## src/rtl/arb_client4_pkg.sv

```systemverilog
`default_nettype none
// ============================================================================
//  Module   : arb_client4_pkg
//  Purpose  : Shared definitions for the arb_client4 requester block:
//             client FSM state encoding, client-to-grant-bit mapping and
//             the grant legality (one-hot-or-zero) helper.
//  Revision : 1.0 - initial release
// ============================================================================
package arb_client4_pkg;

    localparam int NUM_CLIENTS = 4;

    // Client N maps to vector bit (4 - N): client1 is the MSB.
    localparam int C1 = 3;
    localparam int C2 = 2;
    localparam int C3 = 1;
    localparam int C4 = 0;

    typedef enum logic [1:0] {
        ST_IDLE = 2'd0,
        ST_REQ  = 2'd1,
        ST_USE  = 2'd2
    } slot_state_t;

    // True when at most one bit of the grant vector is set.
    function automatic logic onehot0(input logic [NUM_CLIENTS-1:0] v);
        return (v & (v - {{(NUM_CLIENTS-1){1'b0}}, 1'b1})) == '0;
    endfunction

endpackage
`default_nettype wire

```

## src/rtl/arb_client_slot.sv

```systemverilog
`default_nettype none
// ============================================================================
//  Module   : arb_client_slot
//  Purpose  : One requester client: pending-job counter, IDLE/REQ/USE FSM,
//             minimum-wait qualification of grants and timed USE phase.
//  Ports    : clk, rst        - clock, asynchronous active-high reset
//             i_job           - one-cycle job pulse
//             i_grant         - this client's grant bit
//             i_grant_ok      - grant vector currently legal and no error
//             o_request       - registered request to the arbiter
//             o_busy          - client is in USE
//             o_done          - pulse on the last USE cycle
//             o_drop          - pulse when a job is lost at PEND_MAX
//             o_timeout       - sticky REQ watchdog flag (ARB_CLIENT4_WDOG_EN)
//  Options  : ARB_CLIENT4_WDOG_EN adds the REQ watchdog.
//  Revision : 1.0 - initial release
// ============================================================================
module arb_client_slot
    import arb_client4_pkg::*;
#(
    parameter int PEND_MAX   = 7,
    parameter int HOLD       = 5,
    parameter int MIN_WAIT   = 4
`ifdef ARB_CLIENT4_WDOG_EN
    ,
    parameter int WDOG_LIMIT = 64
`endif
) (
    input  logic clk,
    input  logic rst,
    input  logic i_job,
    input  logic i_grant,
    input  logic i_grant_ok,
    output logic o_request,
    output logic o_busy,
    output logic o_done,
    output logic o_drop
`ifdef ARB_CLIENT4_WDOG_EN
    ,
    output logic o_timeout
`endif
);

    localparam int PW = $clog2(PEND_MAX + 1);
    localparam int WW = (MIN_WAIT < 1) ? 1 : $clog2(MIN_WAIT + 1);

    localparam logic [PW-1:0] C_PEND_MAX = PW'(PEND_MAX);
    localparam logic [WW-1:0] C_MIN_WAIT = WW'(MIN_WAIT);
    localparam logic [7:0]    C_HOLD_M1  = 8'(HOLD - 1);

    slot_state_t   r_state;
    slot_state_t   w_state_next;
    logic [PW-1:0] r_pend;
    logic [PW-1:0] w_pend_next;
    logic [WW-1:0] r_wait;
    logic [WW-1:0] w_wait_next;
    logic [7:0]    r_hold;
    logic [7:0]    w_hold_next;
    logic          r_request;

    logic w_accept;
    logic w_drop;
    logic w_store;

    assign w_accept = (r_state == ST_REQ) && i_grant && i_grant_ok &&
                      (r_wait >= C_MIN_WAIT);

    // A job at the ceiling is only kept if a slot frees up the same cycle.
    assign w_drop  = i_job && (r_pend == C_PEND_MAX) && !w_accept;
    assign w_store = i_job && !w_drop;

    always_comb begin
        w_pend_next = r_pend;
        case ({w_store, w_accept})
            2'b10:   w_pend_next = r_pend + 1'b1;
            2'b01:   w_pend_next = r_pend - 1'b1;
            default: w_pend_next = r_pend;
        endcase
    end

    always_comb begin
        w_state_next = r_state;
        w_wait_next  = r_wait;
        w_hold_next  = r_hold;
        case (r_state)
            ST_IDLE: begin
                if (w_pend_next != '0) begin
                    w_state_next = ST_REQ;
                    w_wait_next  = '0;
                end
            end
            ST_REQ: begin
                if (w_accept) begin
                    w_state_next = ST_USE;
                    w_hold_next  = C_HOLD_M1;
                end else if (r_wait < C_MIN_WAIT) begin
                    w_wait_next = r_wait + 1'b1;
                end
            end
            ST_USE: begin
                if (r_hold == 8'd0) begin
                    if (w_pend_next != '0) begin
                        w_state_next = ST_REQ;
                        w_wait_next  = '0;
                    end else begin
                        w_state_next = ST_IDLE;
                    end
                end else begin
                    w_hold_next = r_hold - 8'd1;
                end
            end
            default: begin
                w_state_next = ST_IDLE;
            end
        endcase
    end

    always_ff @(posedge clk or posedge rst) begin
        if (rst) begin
            r_state   <= ST_IDLE;
            r_pend    <= '0;
            r_wait    <= '0;
            r_hold    <= 8'd0;
            r_request <= 1'b0;
        end else begin
            r_state   <= w_state_next;
            r_pend    <= w_pend_next;
            r_wait    <= w_wait_next;
            r_hold    <= w_hold_next;
            // Request follows the state we are entering, so it drops on the
            // accept edge and the arbiter always sees a falling edge.
            r_request <= (w_state_next == ST_REQ);
        end
    end

    assign o_request = r_request;
    assign o_busy    = (r_state == ST_USE);
    assign o_done    = (r_state == ST_USE) && (r_hold == 8'd0);
    assign o_drop    = w_drop;

`ifdef ARB_CLIENT4_WDOG_EN
    localparam int WDW = $clog2(WDOG_LIMIT + 1);
    localparam logic [WDW-1:0] C_WDOG_LIMIT = WDW'(WDOG_LIMIT);

    logic [WDW-1:0] r_wdog;
    logic [WDW-1:0] w_wdog_inc;
    logic           r_timeout;

    assign w_wdog_inc = r_wdog + 1'b1;

    // r_wdog holds the number of REQ cycles already completed.
    always_ff @(posedge clk or posedge rst) begin
        if (rst) begin
            r_wdog    <= '0;
            r_timeout <= 1'b0;
        end else if (r_state == ST_REQ) begin
            if (r_wdog != C_WDOG_LIMIT) begin
                r_wdog <= w_wdog_inc;
            end
            if (w_wdog_inc == C_WDOG_LIMIT) begin
                r_timeout <= 1'b1;
            end
        end else begin
            r_wdog <= '0;
        end
    end

    assign o_timeout = r_timeout;
`endif

endmodule
`default_nettype wire

```

## src/rtl/arb_client4.sv

```systemverilog
`default_nettype none
// ============================================================================
//  Module   : arb_client4
//  Purpose  : Requester-side companion to the 4-way queued arbiter. Queues
//             jobs for four clients, drives request1..request4, consumes the
//             one-hot grant vector, times the USE phase and flags illegal
//             grant vectors.
//  Ports    : clock, reset      - clock, asynchronous active-high reset
//             job_i[3:0]        - job pulses (bit3 = client1 .. bit0 = client4)
//             grant_i[3:0]      - arbiter grant vector, same mapping
//             request1..4       - registered requests to the arbiter
//             busy_o[3:0]       - client in USE
//             done_o[3:0]       - last-USE-cycle pulse
//             drop_o[3:0]       - job lost at PEND_MAX
//             err_o             - sticky illegal-grant flag
//             timeout_o[3:0]    - sticky REQ watchdog (ARB_CLIENT4_WDOG_EN)
//  Options  : ARB_CLIENT4_WDOG_EN adds timeout_o and the WDOG_LIMIT parameter.
//  Revision : 1.0 - initial release
// ============================================================================
module arb_client4
    import arb_client4_pkg::*;
#(
    parameter int PEND_MAX   = 7,
    parameter int HOLD       = 5,
    parameter int MIN_WAIT   = 4
`ifdef ARB_CLIENT4_WDOG_EN
    ,
    parameter int WDOG_LIMIT = 64
`endif
) (
    input  logic                   clock,
    input  logic                   reset,
    input  logic [NUM_CLIENTS-1:0] job_i,
    input  logic [NUM_CLIENTS-1:0] grant_i,
    output logic                   request1,
    output logic                   request2,
    output logic                   request3,
    output logic                   request4,
    output logic [NUM_CLIENTS-1:0] busy_o,
    output logic [NUM_CLIENTS-1:0] done_o,
    output logic [NUM_CLIENTS-1:0] drop_o,
    output logic                   err_o
`ifdef ARB_CLIENT4_WDOG_EN
    ,
    output logic [NUM_CLIENTS-1:0] timeout_o
`endif
);

    logic                   w_grant_legal;
    logic                   w_grant_ok;
    logic                   r_err;
    logic [NUM_CLIENTS-1:0] w_request;

    assign w_grant_legal = onehot0(grant_i);

    // Once an illegal vector has been seen no further grant is trusted, and
    // the illegal vector itself must not let any client in during its cycle.
    assign w_grant_ok = w_grant_legal && !r_err;

    always_ff @(posedge clock or posedge reset) begin
        if (reset) begin
            r_err <= 1'b0;
        end else if (!w_grant_legal) begin
            r_err <= 1'b1;
        end
    end

    assign err_o = r_err;

    for (genvar i = 0; i < NUM_CLIENTS; i++) begin : g_slot
        arb_client_slot #(
            .PEND_MAX   (PEND_MAX),
            .HOLD       (HOLD),
            .MIN_WAIT   (MIN_WAIT)
`ifdef ARB_CLIENT4_WDOG_EN
            ,
            .WDOG_LIMIT (WDOG_LIMIT)
`endif
        ) u_slot (
            .clk        (clock),
            .rst        (reset),
            .i_job      (job_i[i]),
            .i_grant    (grant_i[i]),
            .i_grant_ok (w_grant_ok),
            .o_request  (w_request[i]),
            .o_busy     (busy_o[i]),
            .o_done     (done_o[i]),
            .o_drop     (drop_o[i])
`ifdef ARB_CLIENT4_WDOG_EN
            ,
            .o_timeout  (timeout_o[i])
`endif
        );
    end

    assign request1 = w_request[C1];
    assign request2 = w_request[C2];
    assign request3 = w_request[C3];
    assign request4 = w_request[C4];

endmodule
`default_nettype wire

```

## config.mk

```make
export PLATFORM = sky130hd
export DESIGN_NAME = arb_client4
export DESIGN_NICKNAME = d
export VERILOG_FILES = /design/src/rtl/arb_client4_pkg.sv /design/src/rtl/arb_client_slot.sv /design/src/rtl/arb_client4.sv
export SDC_FILE = /design/constraint.sdc
export NUM_CORES = 1
export LEC_CHECK = 0
export CAP_MARGIN = 20
export CELL_PAD_IN_SITES_DETAIL_PLACEMENT = 1
export CELL_PAD_IN_SITES_GLOBAL_PLACEMENT = 2
export CORE_MARGIN = 2
export CORE_UTILIZATION = 40
export CTS_CLUSTER_SIZE = 14
export DETAILED_ROUTE_END_ITERATION = 8
export MAX_ROUTING_LAYER = met4
export PLACE_DENSITY = 0.94
export RECOVER_POWER = 50
export SYNTH_ARGS = -nofsm -noshare
export SYNTH_HDL_FRONTEND = slang
export SYNTH_SLANG_ARGS = --single-unit
```

## constraint.sdc

```tcl
create_clock -name clock -period 6.9 [get_ports clock]
set_clock_uncertainty 0.15 [all_clocks]
set_input_delay 0.69 -clock clock [delete_from_list [all_inputs] [get_ports clock]]
set_output_delay 0.69 -clock clock [all_outputs]
set_load 0.02 [all_outputs]
```

; ---- After elaboration in Yosys (flattened, before gate mapping)
; Cells that the tools add are included.
[word_totals]
regBits = 69
input_bits = 10
[op_classes]
addsub = 17
order_cmp = 8
n_eq_ne = 44
mux = 56
bitwise = 1
n_reduce_logical = 67
[ops]
columns = operator, n
row1 = $mux W8, 8
row2 = $pmux W8 S2, 4
row3 = $mux W3, 16
row4 = $pmux W3 S3, 4
row5 = $logic_not A8 Y1, 4
row6 = $ne A2 B2 Y1 const B, 16
row7 = $sub A8 B1 Y8 const B, 4
row8 = $logic_and A1 B1 Y1, 29
row9 = $add A3 B1 Y3 const B, 8
row10 = $eq A2 B1 Y1 const B, 12
row11 = $mux W2, 12
row12 = $pmux W2 S3, 4
row13 = $pmux W3 S2, 4
row14 = $reduce_bool A3 Y1, 8
row15 = $eq A2 B2 Y1 const B, 8
row16 = $reduce_and A4 Y1, 4
row17 = $eq A3 B3 Y1 const B, 4
row18 = $ge A3 B3 Y1 const B, 4
row19 = $lt A3 B3 Y1 const B, 4
row20 = $reduce_and A3 Y1, 4
row21 = $sub A3 B1 Y3 const B, 4
row22 = $logic_not A1 Y1, 9
row23 = $logic_not A2 Y1, 4
row24 = $ne A2 B1 Y1 const B, 4
row25 = 5 further kinds, 11

; ---- Depth between registers and ports, before layout
; Gate-level depths: netlist (run 1).
[logic_depth]
word_depth = 17
ltp_mapped = 10
ltp_nobuf = 9

; ---- Hierarchy
; A second synthesis (run 1) with hierarchy kept.
[hier_totals]
hier_cells = 521
area_unflattened_um2 = 4745.8
[by_module_without_submodules]
columns = module, n_inst, cells_each, area_per_inst_um2, seq_area_each_um2
row1 = arb_client_slot at g_slot[0].u_slot ..., 3, 130, 1181.1, 425.4
row2 = arb_client_slot at g_slot[3].u_slot, 1, 125, 1146.1, 425.4
row3 = arb_client4, 1, 6, 56.3, 25.0

; ---- Worst setup path before layout (run 1)
; Ideal clock, no wire load.
[synth_timing]
path_kind = input port to flip-flop
start = in grant_i[2]
end = reg g_slot[3].u_slot.r_wait[1]
arrival_time_ns = 3.074
required_time_ns = 6.615
path_slack_ns = 3.541
path_stages = 10
n_path_buf = 2
cell_sequence = buf_2 nor4b_1 and2_1 clkbuf_1 nand2_1 fa_1 a211o_1 a21o_1 a31oi_1 o21ai_0
[synth_between]
elab_chain_len = 16
[synth_lines]
columns = element, line_no
row1 = start: declaration, arb_client4.sv:34  ; input logic [NUM_CLIENTS-1:0] grant_i,
row2 = $sub A4 B1 Y4, arb_client4_pkg.sv:27  ; return (v & (v - {{(NUM_CLIENTS-1){1'b0}}, 1'b1})) == '0;
row3 = $and A4 B4 Y4 (*), arb_client4_pkg.sv:27
row4 = $logic_not A4 Y1 (*), arb_client4_pkg.sv:27
row5 = $logic_and A1 B1 Y1 (*), arb_client4.sv:58  ; assign w_grant_ok = w_grant_legal && !r_err;
row6 = $logic_and A1 B1 Y1 (*) (2 in series), arb_client_slot.sv:65  ; assign w_accept = (r_state == ST_REQ) && i_grant && i_grant_ok &&
row7 = $logic_not A1 Y1, arb_client_slot.sv:69  ; assign w_drop = i_job && (r_pend == C_PEND_MAX) && !w_accept;
row8 = $logic_and A1 B1 Y1, arb_client_slot.sv:69
row9 = $logic_not A1 Y1, arb_client_slot.sv:70  ; assign w_store = i_job && !w_drop;
row10 = $logic_and A1 B1 Y1, arb_client_slot.sv:70
row11 = $eq A2 B1 Y1 / $eq A2 B2 Y1 (equally long branches), arb_client_slot.sv:74  ; case ({w_store, w_accept})
row12 = $pmux W3 S2, arb_client_slot.sv:74
row13 = $reduce_bool A3 Y1, "arb_client_slot.sv:87, arb_client_slot.sv:102"
row14 = $mux W3 (2 in series), -
row15 = $pmux W3 S3, -
row16 = end signal: assignment, arb_client_slot.sv:128  ; r_wait <= w_wait_next;
row17 = end: declaration, arb_client_slot.sv:55  ; logic [WW-1:0] r_wait;
; Mark *: on every way between the ends. The rest lies on a longest branch, timed or not. The select of a mux whose other input is x is not followed.
; A chain may end at the register's enable or synchronous reset.

==> impl_metrics.py, run 1 <==
metrics = {
    "grt": {
        "grt_pass1_wl_mm": 16.5,
        "grt_use_total": 0.186,
        "antenna_found_initial": 0,
        "grt_pass1_vias": 3553,
        "grt_overflow": 0,
        "grt_max_degree": 70,
    },
    "synth": {
        "synth_edf_count": 0,
        "ys_seq_area_frac": 0.421,
        "synth_top_area_share": 0.421,
        "synth_fp_nets": 466,
        "synth_area_um2": 4100,
        "yosys_warnings": 0,
        "synth-main-ff-cell": "dfrtp_1",
        "synth.area.top_cells": "dfrtp_1 42%, nor2_1 4.5%, inv_1 3.9%, xor2_1 3.8%, o211ai_1 2.6%",
        "avgSynthCellArea_um2": 9.23,
        "yosysTopAreaCell": "dfrtp_1",
        "syn_inst": 444,
        "synthArstFlopShare": 1.00,
        "synth_seq_cells": 69,
        "yosysUniqueCellTypes": 60,
    },
    "route": {
        "drtIter0Drc": 61,
        "drcViolationCount": 0,
        "routed-via-count": 3303,
        "first_pass_iters": 4,
        "avgRoutedWirePerCell_um": 15.8,
        "finalWirelength_mm": 9.45,
        "viasPerCell": 5.51,
        "antenna_left": 0,
    },
    "sta": {
        "max_slew_margin": -1.54,
        "hold_viol": 0,
        "rsz0062_at_grt": "false",
        "setup_tns_ns": 0,
        "period_minus_slack_ns": 4.56,
        "slew_viol_final": 70,
        "max_freq_mhz": 219,
        "finalCritPeriodShare": 0.661,
        "tightest_slew_ns": 3.81,
        "setup_viol": 0,
    },
    "run": {
        "drv_cap": 1,
    },
    "clock_tree": {
        "clockBufferDepth": 2,
        "cts.root.buffer_cell": "clkbuf_8",
        "post-cts-setup-buffers": 0,
        "htreeDepth": 3,
        "post_cts_resized": 0,
        "cts_hold_buffers": 0,
        "cts_tree": "built",
        "cts.sinks": 69,
        "clk_pin_slew_worst_paths_ns": 0.08,
        "cts_buffers": 9,
        "clock_latency_ns": 0.34,
    },
    "floorplan": {
        "core-area_um2": 9860,
        "io-pin-count": 27,
        "fp.dieH_um": 105,
        "rows": 36,
        "die_x_um": 105,
        "start_util": 0.416,
        "dieArea_um2": 11100,
    },
    "worst_setup_path": {
        "cp-start-kind": "input pin",
        "cp_max_fo": 69,
        "arrival_ns": 3.98,
        "crit_required_ns": 6.32,
        "critPathTopFamily": "buffers and inverters",
        "slowest_delay_ns": 2.66,
        "crit_path_end_kind": "async pin",
        "crit_chain": "dlygate4sd3_1, clkinv_1, clkbuf_1",
        "crit_path_top_delay_cell": "clkbuf_1",
        "crit_buf_inv": 3,
        "crit_type": "input pin to async pin",
    },
    "power_and_ir_drop": {
        "irDropWorstVdd_mv": 0.189,
        "power_frac_comb": 0.301,
        "swShare": 0.353,
        "clockPowerShare": 0.269,
        "p_int_uw": 834,
        "switchingPower_uw": 456,
        "power_density_nw_per_um2": 280,
        "power_frac_seq": 0.430,
        "p_leak_uw": 0.00201,
    },
    "final_layout": {
        "layout_commonest_cell": "dfrtp_1",
        "final_cell_mix": "69 x dfrtp_1, 49 x nor2_1, 42 x inv_1",
        "nNetsFinal": 483,
        "fin_cells": 599,
        "syn2layout_area_growth_pct": 12.2,
        "drive_above_1_share": 0.0579,
        "antenna_cells": 0,
    },
    "placement": {
        "place_hpwl_mm": 6.83,
        "routabilityCongestion": 0.799,
        "port_buffers": 26,
        "placed_cells": 583,
    },
    "outcome": {
        "violations": "capacitance limit, slew limit",
        "outcome": "finished, violations left",
    },
    "min_path": {
        "hp-class": "flop to flop",
    },
}
-- power groups by stage --
| stage | Clock (uW) | Combinational [uW] | Sequential (uW) |
|---|---|---|---|
| after global placement | 0 | 363 | 553 |
| after detailed placement | 0 | 388 | 561 |
| final | 347 | 388 | 555 |
| after global routing | 375 | 445 | 569 |
| after floorplan | 0 | 304 | 539 |
| after CTS | 361 | 392 | 554 |
-- area by class of cell --
class,instances,area (um^2)
repair buffers,30,277
clock buffers,11,151
fillers,1139,5260
flip-flops and latches,69,1730
clock inverters,5,58.8
well taps,133,166
multi-input cells,308,2060
inverters,43,161
-- kinds of logic after synthesis --
logic type                 count (synthesis)  share of synthesized area
muxes                                      7                     0.0180
AOI/OAI and AO/OA                        111                      0.193
buffers and inverters                     67                     0.0766
adders and majority gates                 12                     0.0439
DFF                                       69                      0.421
and+or+nand+nor                          152                      0.192
xor gates and xnor gates                  26                     0.0555
-- sequential cells by signal, summed over array words and instances, names as in the netlist --
signal	count
err_o	1
g_slot.u_slot.r_state	8
g_slot.u_slot.r_wait	12
g_slot.u_slot.r_hold	32
g_slot.u_slot.o_request	4
g_slot.u_slot.r_pend	12
-- per-stage QoR --
stage / total power, uW / util / hold slack, ns / setup WS, ns / area [um^2]
2_1_floorplan: 842 / - / 0.326 / 3.54 / 4100
5_1_grt: 1390 / 0.466 / 0.419 / 1.50 / 4600
3_5_place_dp: 949 / 0.446 / 0.364 / 2.73 / 4400
6_report: 1290 / 0.466 / 0.374 / 2.34 / 4600
3_3_place_gp: 916 / 0.446 / 0.338 / 2.90 / 4400
4_1_cts: 1310 / 0.468 / 0.376 / 2.82 / 4610
-- metal layers --
metal,global-route usage,vias up,part of all wire
met5,-,-,0
met4,0.0486,0,0.0097
met3,0.0377,10,0.020
met2,0.317,24,0.50
met1,0.227,1652,0.47
li1,-,1617,-
-- synthesized netlist by cell type, types with 3 or more instances --
library cell  count
dfrtp_1          69
nor2_1           49
inv_1            43
nand2_1          25
o21ai_0          20
xor2_1           18
a21oi_1          15
nor3_1           14
o211ai_1         14
nand3_1          13
a31oi_1          12
buf_4            12
clkbuf_1          8
ha_1              8
nand2b_1          8
xnor2_1           8
o21a_1            7
nor2b_1           6
nor3b_1           6
nor4_1            5
or3_1             5
a2111oi_0         4
a32oi_1           4
a41oi_1           4
fa_1              4
mux2i_1           4
o2111ai_1         4
a211oi_1          3
mux2_2            3
nand3b_1          3
-- path summary, 6_finish.rpt --
| path | start | end | slack, ns | cells past startpoint |
|---|---|---|---|---|
| min reg2reg | g_slot[2].u_slot.r_wait[0] | g_slot[2].u_slot.r_wait[0] | 0.37 | 1 |
| min in group asynchronous | reset | g_slot[1].u_slot.r_hold[6] | 2.11 | 3 |
| max in group clock | grant_i[2] | g_slot[2].u_slot.r_wait[1] | 2.70 | 11 |
| max | reset | g_slot[1].u_slot.r_wait[2] | 2.34 | 3 |
| min | g_slot[2].u_slot.r_wait[0] | g_slot[2].u_slot.r_wait[0] | 0.37 | 1 |
| max reg2reg | err_o | g_slot[2].u_slot.r_wait[1] | 3.24 | 10 |
Note: power is estimated with default switching activity, not from simulation.
==> run 2: changes to the inputs <==
Settings changed: CORE_UTILIZATION 40 to 38, PLACE_DENSITY 0.94 to 0.91.
Clock period 6.9 ns to 4.49 ns, I/O delays scaled along.
==> run 2 against run 1 <==
The run still ends with capacitance limit, slew limit left. Hold slack improved by 0.014 ns. Critical endpoint is now g_slot[3].u_slot.r_wait[2]. Combinational power increased by 52%. Clock power is 38% higher. Sequential share of layout area up 0.18 points. Critical path depth is 6 higher. Non-clock buffer count grew 1. Register-to-register slack lost 2.2 ns.
==> impl_metrics.py, run 2 (same netlist as run 1, synthesis figures left out) <==
metrics = {
    "worst_setup_path": {
        "r2r_end": "g_slot[3].u_slot.r_wait[2]",
        "r2r_start": "err_o",
        "crit_path_end_kind": "flop",
        "rrSetupSlack_ns": 1.03,
        "arrival_ns": 3.74,
        "crit_type": "input pin to flop",
        "r2r.worst_path.cells": 8,
        "cp_max_fo": 12,
        "crit_required_ns": 4.55,
        "cp-start-kind": "input pin",
    },
    "sta": {
        "period_minus_slack_ns": 3.69,
        "setup_tns_ns": 0,
        "max_freq_mhz": 271,
        "rsz0062_at_grt": "false",
        "setup_viol": 0,
        "max_slew_margin": -0.0910,
        "finalCritPeriodShare": 0.821,
        "tightest_slew_ns": 1.64,
        "hold_viol": 0,
        "slew_viol_final": 72,
    },
    "clock_tree": {
        "cts_buffers": 9,
        "clock_latency_ns": 0.35,
        "post_cts_resized": 0,
        "post-cts-setup-buffers": 0,
        "clockBufferDepth": 2,
        "cts_tree": "built",
        "cts_hold_buffers": 0,
        "htreeDepth": 3,
        "clk_pin_slew_worst_paths_ns": 0.07,
        "cts.sinks": 69,
        "cts.root.buffer_cell": "clkbuf_8",
    },
    "final_layout": {
        "largest_register": "g_slot.u_slot.r_hold",
        "layout_commonest_cell": "dfrtp_1",
        "drive_above_1_share": 0.0515,
        "antenna_cells": 0,
        "largest_reg_flops": 32,
        "stdcell_area_um2": 4580,
        "final_cell_mix": "69 x dfrtp_1, 49 x nor2_1, 43 x inv_1",
        "top_regs": "g_slot.u_slot.r_hold: 32 flops, g_slot.u_slot.r_pend: 12 flops, g_slot.u_slot.r_wait: 12 flops",
        "nNetsFinal": 484,
        "syn2layout_area_growth_pct": 11.7,
    },
    "floorplan": {
        "dieArea_um2": 11600,
        "io-pin-count": 27,
        "core-area_um2": 10400,
        "rows": 37,
        "fp.dieH_um": 108,
        "start_util": 0.394,
        "die_x_um": 108,
    },
    "route": {
        "avgRoutedWirePerCell_um": 15.9,
        "routed-via-count": 3326,
        "finalWirelength_mm": 9.55,
        "first_pass_iters": 4,
        "viasPerCell": 5.52,
        "antenna_left": 0,
        "drtIter0Drc": 130,
        "drcViolationCount": 0,
    },
    "power_and_ir_drop": {
        "power_density_nw_per_um2": 419,
        "irDropWorstVdd_mv": 0.203,
        "p_leak_uw": 0.00201,
    },
    "run": {
        "drv_cap": 2,
    },
    "grt": {
        "grt_max_degree": 41,
        "grt_overflow": 0,
        "antenna_found_initial": 0,
        "grt_pass1_wl_mm": 17.0,
        "grt_use_total": 0.186,
        "grt_pass1_vias": 3549,
    },
    "placement": {
        "place_hpwl_mm": 6.89,
        "port_buffers": 26,
        "routabilityCongestion": 0.806,
        "placed_area_um2": 4420,
    },
    "outcome": {
        "outcome": "finished, violations left",
        "violations": "capacitance limit, slew limit",
    },
    "min_path": {
        "worstHoldStart": "g_slot[2].u_slot.r_wait[0]",
        "whs_endpoint": "g_slot[2].u_slot.r_wait[0]",
        "hp-class": "flop to flop",
        "whs_path_depth": 1,
    },
}
[run 2: routing by layer]
metal,vias to the layer above,part of all wire,global-route usage
met4,0,0.013,0.0549
met3,12,0.022,0.0339
met1,1661,0.47,0.238
li1,1618,-,-
met2,35,0.49,0.302
met5,-,0,-
[run 2: layout make-up]
type                       count  area [um^2]
multi-input combinational    308         2060
fill                        1196         5840
tap                          136          170
timing repair buffer          31          283
sequential                    69         1730
clock buffer                  14          173
inverter                      43          161
clock inverter                 1         5.00
[run 2: worst max-delay path, stage by stage]
cell and delay (ns):
dlygate4sd3_1 0.66, nor4b_1 0.56, and2_1 0.51, nand2_1 0.19
fa_1 0.52, a41oi_1 0.25, mux2i_1 0.13, a31oi_1 0.34
a21oi_1 0.13
[run 2: worst max path at each step]
stage	endpoint	start	depth (start not counted)
after floorplan	g_slot[3].u_slot.r_wait[1]	err_o	10
after global placement	g_slot[3].u_slot.r_wait[1]	grant_i[1]	9
after detailed placement	g_slot[3].u_slot.r_wait[2]	grant_i[1]	9
after CTS	g_slot[3].u_slot.r_wait[1]	grant_i[1]	9
after global routing	g_slot[0].u_slot.r_wait[1]	reset	3
final	g_slot[3].u_slot.r_wait[2]	grant_i[2]	9
[run 2: where the power goes]
part / total, uW / switching (uW) / internal, uW
logic: 588 / 323 / 265
registers: 850 / 119 / 730
clock network: 480 / 237 / 243
total: 1920 / 679 / 1240
[run 2: metrics by stage]
| stage | utilization | power [uW] | worst slack [ns] | instances | hold WS (ns) |
|---|---|---|---|---|---|
| after CTS | 0.441 | 1950 | 0.842 | 602 | 0.395 |
| final | 0.440 | 1920 | 0.803 | 602 | 0.388 |
| after floorplan | - | 1290 | 1.32 | 444 | 0.326 |
| after global routing | 0.440 | 2060 | 0.464 | 602 | 0.403 |
| after detailed placement | 0.424 | 1450 | 0.486 | 587 | 0.387 |
| after global placement | 0.424 | 1410 | 0.696 | 587 | 0.343 |
==> run 3: changes to the inputs <==
Clock period 4.49 ns to 3.71 ns, I/O delays scaled along.
==> run 3 against run 2 <==
Register-to-register slack worse by 0.43 ns. Routed wire length hardly changed. The run now ends clean. Utilization rose by 0.84 points. Total power increased by 26%. Die area did not move. Via count up 0.51%. Combinational power increased by 24%. Clock power increased by 37%. Global-route usage shrank 0.21 points. First-iteration DRC count shrank 45%.
==> impl_metrics.py, run 3 (same netlist as run 1, synthesis figures left out) <==
metrics = {
    "worst_setup_path": {
        "crit_type": "input pin to primary output",
        "crit_path_top_delay_cell": "dlygate4sd3_1",
        "arrival_ns": 2.90,
        "crit_required_ns": 3.19,
        "rrSetupSlack_ns": 0.60,
        "worstSetupStartpoint": "grant_i[2]",
        "critPathTopFamily": "buffers and inverters",
        "crit_path_end_kind": "primary output",
        "slowest_delay_ns": 0.64,
        "cp-start-kind": "input pin",
        "cp_common_cell": "buf_4",
        "crit_buf_inv": 4,
        "r2r_end": "g_slot[0].u_slot.r_state[0]",
        "crit_chain": "dlygate4sd3_1, buf_4, a2111oi_0, buf_4, o21ai_0, nand2_1, nor2_1, clkdlybuf4s50_1",
        "cp_max_fo": 7,
        "r2r_start": "g_slot[0].u_slot.r_state[1]",
        "r2r.worst_path.cells": 7,
    },
    "route": {
        "antenna_left": 0,
        "avgRoutedWirePerCell_um": 15.7,
        "viasPerCell": 5.49,
        "drcViolationCount": 0,
        "finalWirelength_mm": 9.54,
        "first_pass_iters": 4,
        "routed-via-count": 3343,
        "drtIter0Drc": 72,
    },
    "clock_tree": {
        "cts.sinks": 69,
        "cts_buffers": 9,
        "htreeDepth": 3,
        "clk_pin_slew_worst_paths_ns": 0.07,
        "cts_tree": "built",
        "cts.root.buffer_cell": "clkbuf_8",
        "post-cts-setup-buffers": 0,
        "clockBufferDepth": 2,
        "post_cts_resized": 0,
        "cts_hold_buffers": 0,
        "clock_latency_ns": 0.35,
    },
    "min_path": {
        "whs_path_depth": 1,
        "whs_endpoint": "g_slot[2].u_slot.r_wait[0]",
        "hp-class": "flop to flop",
        "worstHoldStart": "g_slot[2].u_slot.r_wait[0]",
    },
    "floorplan": {
        "core-area_um2": 10400,
        "start_util": 0.394,
        "io-pin-count": 27,
        "rows": 37,
        "dieArea_um2": 11600,
        "die_x_um": 108,
        "fp.dieH_um": 108,
    },
    "final_layout": {
        "layout_commonest_cell": "dfrtp_1",
        "fin_cells": 609,
        "top_regs": "g_slot.u_slot.r_hold: 32 flops, g_slot.u_slot.r_pend: 12 flops, g_slot.u_slot.r_wait: 12 flops",
        "largest_register": "g_slot.u_slot.r_hold",
        "largest_reg_flops": 32,
        "antenna_cells": 0,
        "nNetsFinal": 490,
        "syn2layout_area_growth_pct": 13.8,
        "drive_above_1_share": 0.0740,
        "fillCellCount": 1218,
        "final_cell_mix": "69 x dfrtp_1, 49 x nor2_1, 43 x inv_1",
    },
    "run": {
        "drv_cap": 0,
    },
    "power_and_ir_drop": {
        "power_frac_comb": 0.301,
        "irDropWorstVdd_mv": 0.217,
        "total_power_uw": 2410,
        "switchingPower_uw": 840,
        "p_int_uw": 1570,
        "swShare": 0.348,
        "power_density_nw_per_um2": 518,
        "p_leak_uw": 0.00206,
        "clockPowerShare": 0.272,
        "power_frac_seq": 0.427,
    },
    "sta": {
        "tightest_slew_ns": 1.30,
        "max_slew_margin": 0.135,
        "setup_viol": 0,
        "hold_viol": 0,
        "finalCritPeriodShare": 0.922,
        "max_freq_mhz": 292,
        "setup_tns_ns": 0,
        "rsz0062_at_grt": "false",
        "period_minus_slack_ns": 3.42,
        "slew_viol_final": 0,
    },
    "grt": {
        "grt_pass1_wl_mm": 16.7,
        "grt_max_degree": 37,
        "grt_use_total": 0.184,
        "grt_overflow": 0,
        "antenna_found_initial": 0,
        "grt_pass1_vias": 3607,
    },
    "placement": {
        "routabilityCongestion": 0.815,
        "place_hpwl_mm": 6.89,
        "port_buffers": 26,
        "placed_cells": 593,
    },
    "outcome": {
        "outcome": "completed",
    },
}
-- run 3: power by group through the flow --
stage	clock, uW	sequential (uW)	combinational [uW]
floorplan	0	1000	565
global placement	0	1030	684
detailed placement	0	1040	724
CTS	681	1030	738
global route	719	1060	824
finish	657	1030	727
-- run 3: cell type report --
class                           instances  area, um^2  share of cell area
Clock buffer                           13         169              0.0362
Clock inverter                          3        42.5             0.00912
Inverter                               43         161              0.0346
Multi-Input combinational cell        308        2060               0.441
Sequential cell                        69        1730               0.370
Tap cell                              136         170              0.0365
Timing Repair Buffer                   37         337              0.0721
-- run 3: worst max-delay path by stage --
stage	cells past startpoint	to
2_1_floorplan	10	g_slot[3].u_slot.r_wait[1]
3_3_place_gp	8	g_slot[0].u_slot.o_request
3_5_place_dp	8	g_slot[0].u_slot.r_state[0]
4_1_cts	8	drop_o[2]
5_1_grt	8	drop_o[2]
6_report	8	drop_o[2]
-- run 3: per-stage QoR --
step | setup WS, ns | hold WS (ns) | cell area (um^2) | utilization
4_1_cts | 0.324 | 0.328 | 4680 | 0.450
3_5_place_dp | 0.198 | 0.377 | 4470 | 0.429
5_1_grt | 0.139 | 0.437 | 4670 | 0.448
3_3_place_gp | 0.282 | 0.341 | 4470 | 0.429
6_report | 0.291 | 0.388 | 4670 | 0.448
2_1_floorplan | 0.542 | 0.326 | 4100 | -
-- run 3: routing by layer --
| metal | vias to the layer above | wire length [um] | GRT usage |
|---|---|---|---|
| li1 | 1618 | - | - |
| met1 | 1678 | 4390 | 0.218 |
| met4 | 0 | 95 | 0.0485 |
| met2 | 35 | 4840 | 0.314 |
| met3 | 12 | 218 | 0.0436 |
| met5 | - | 0 | - |
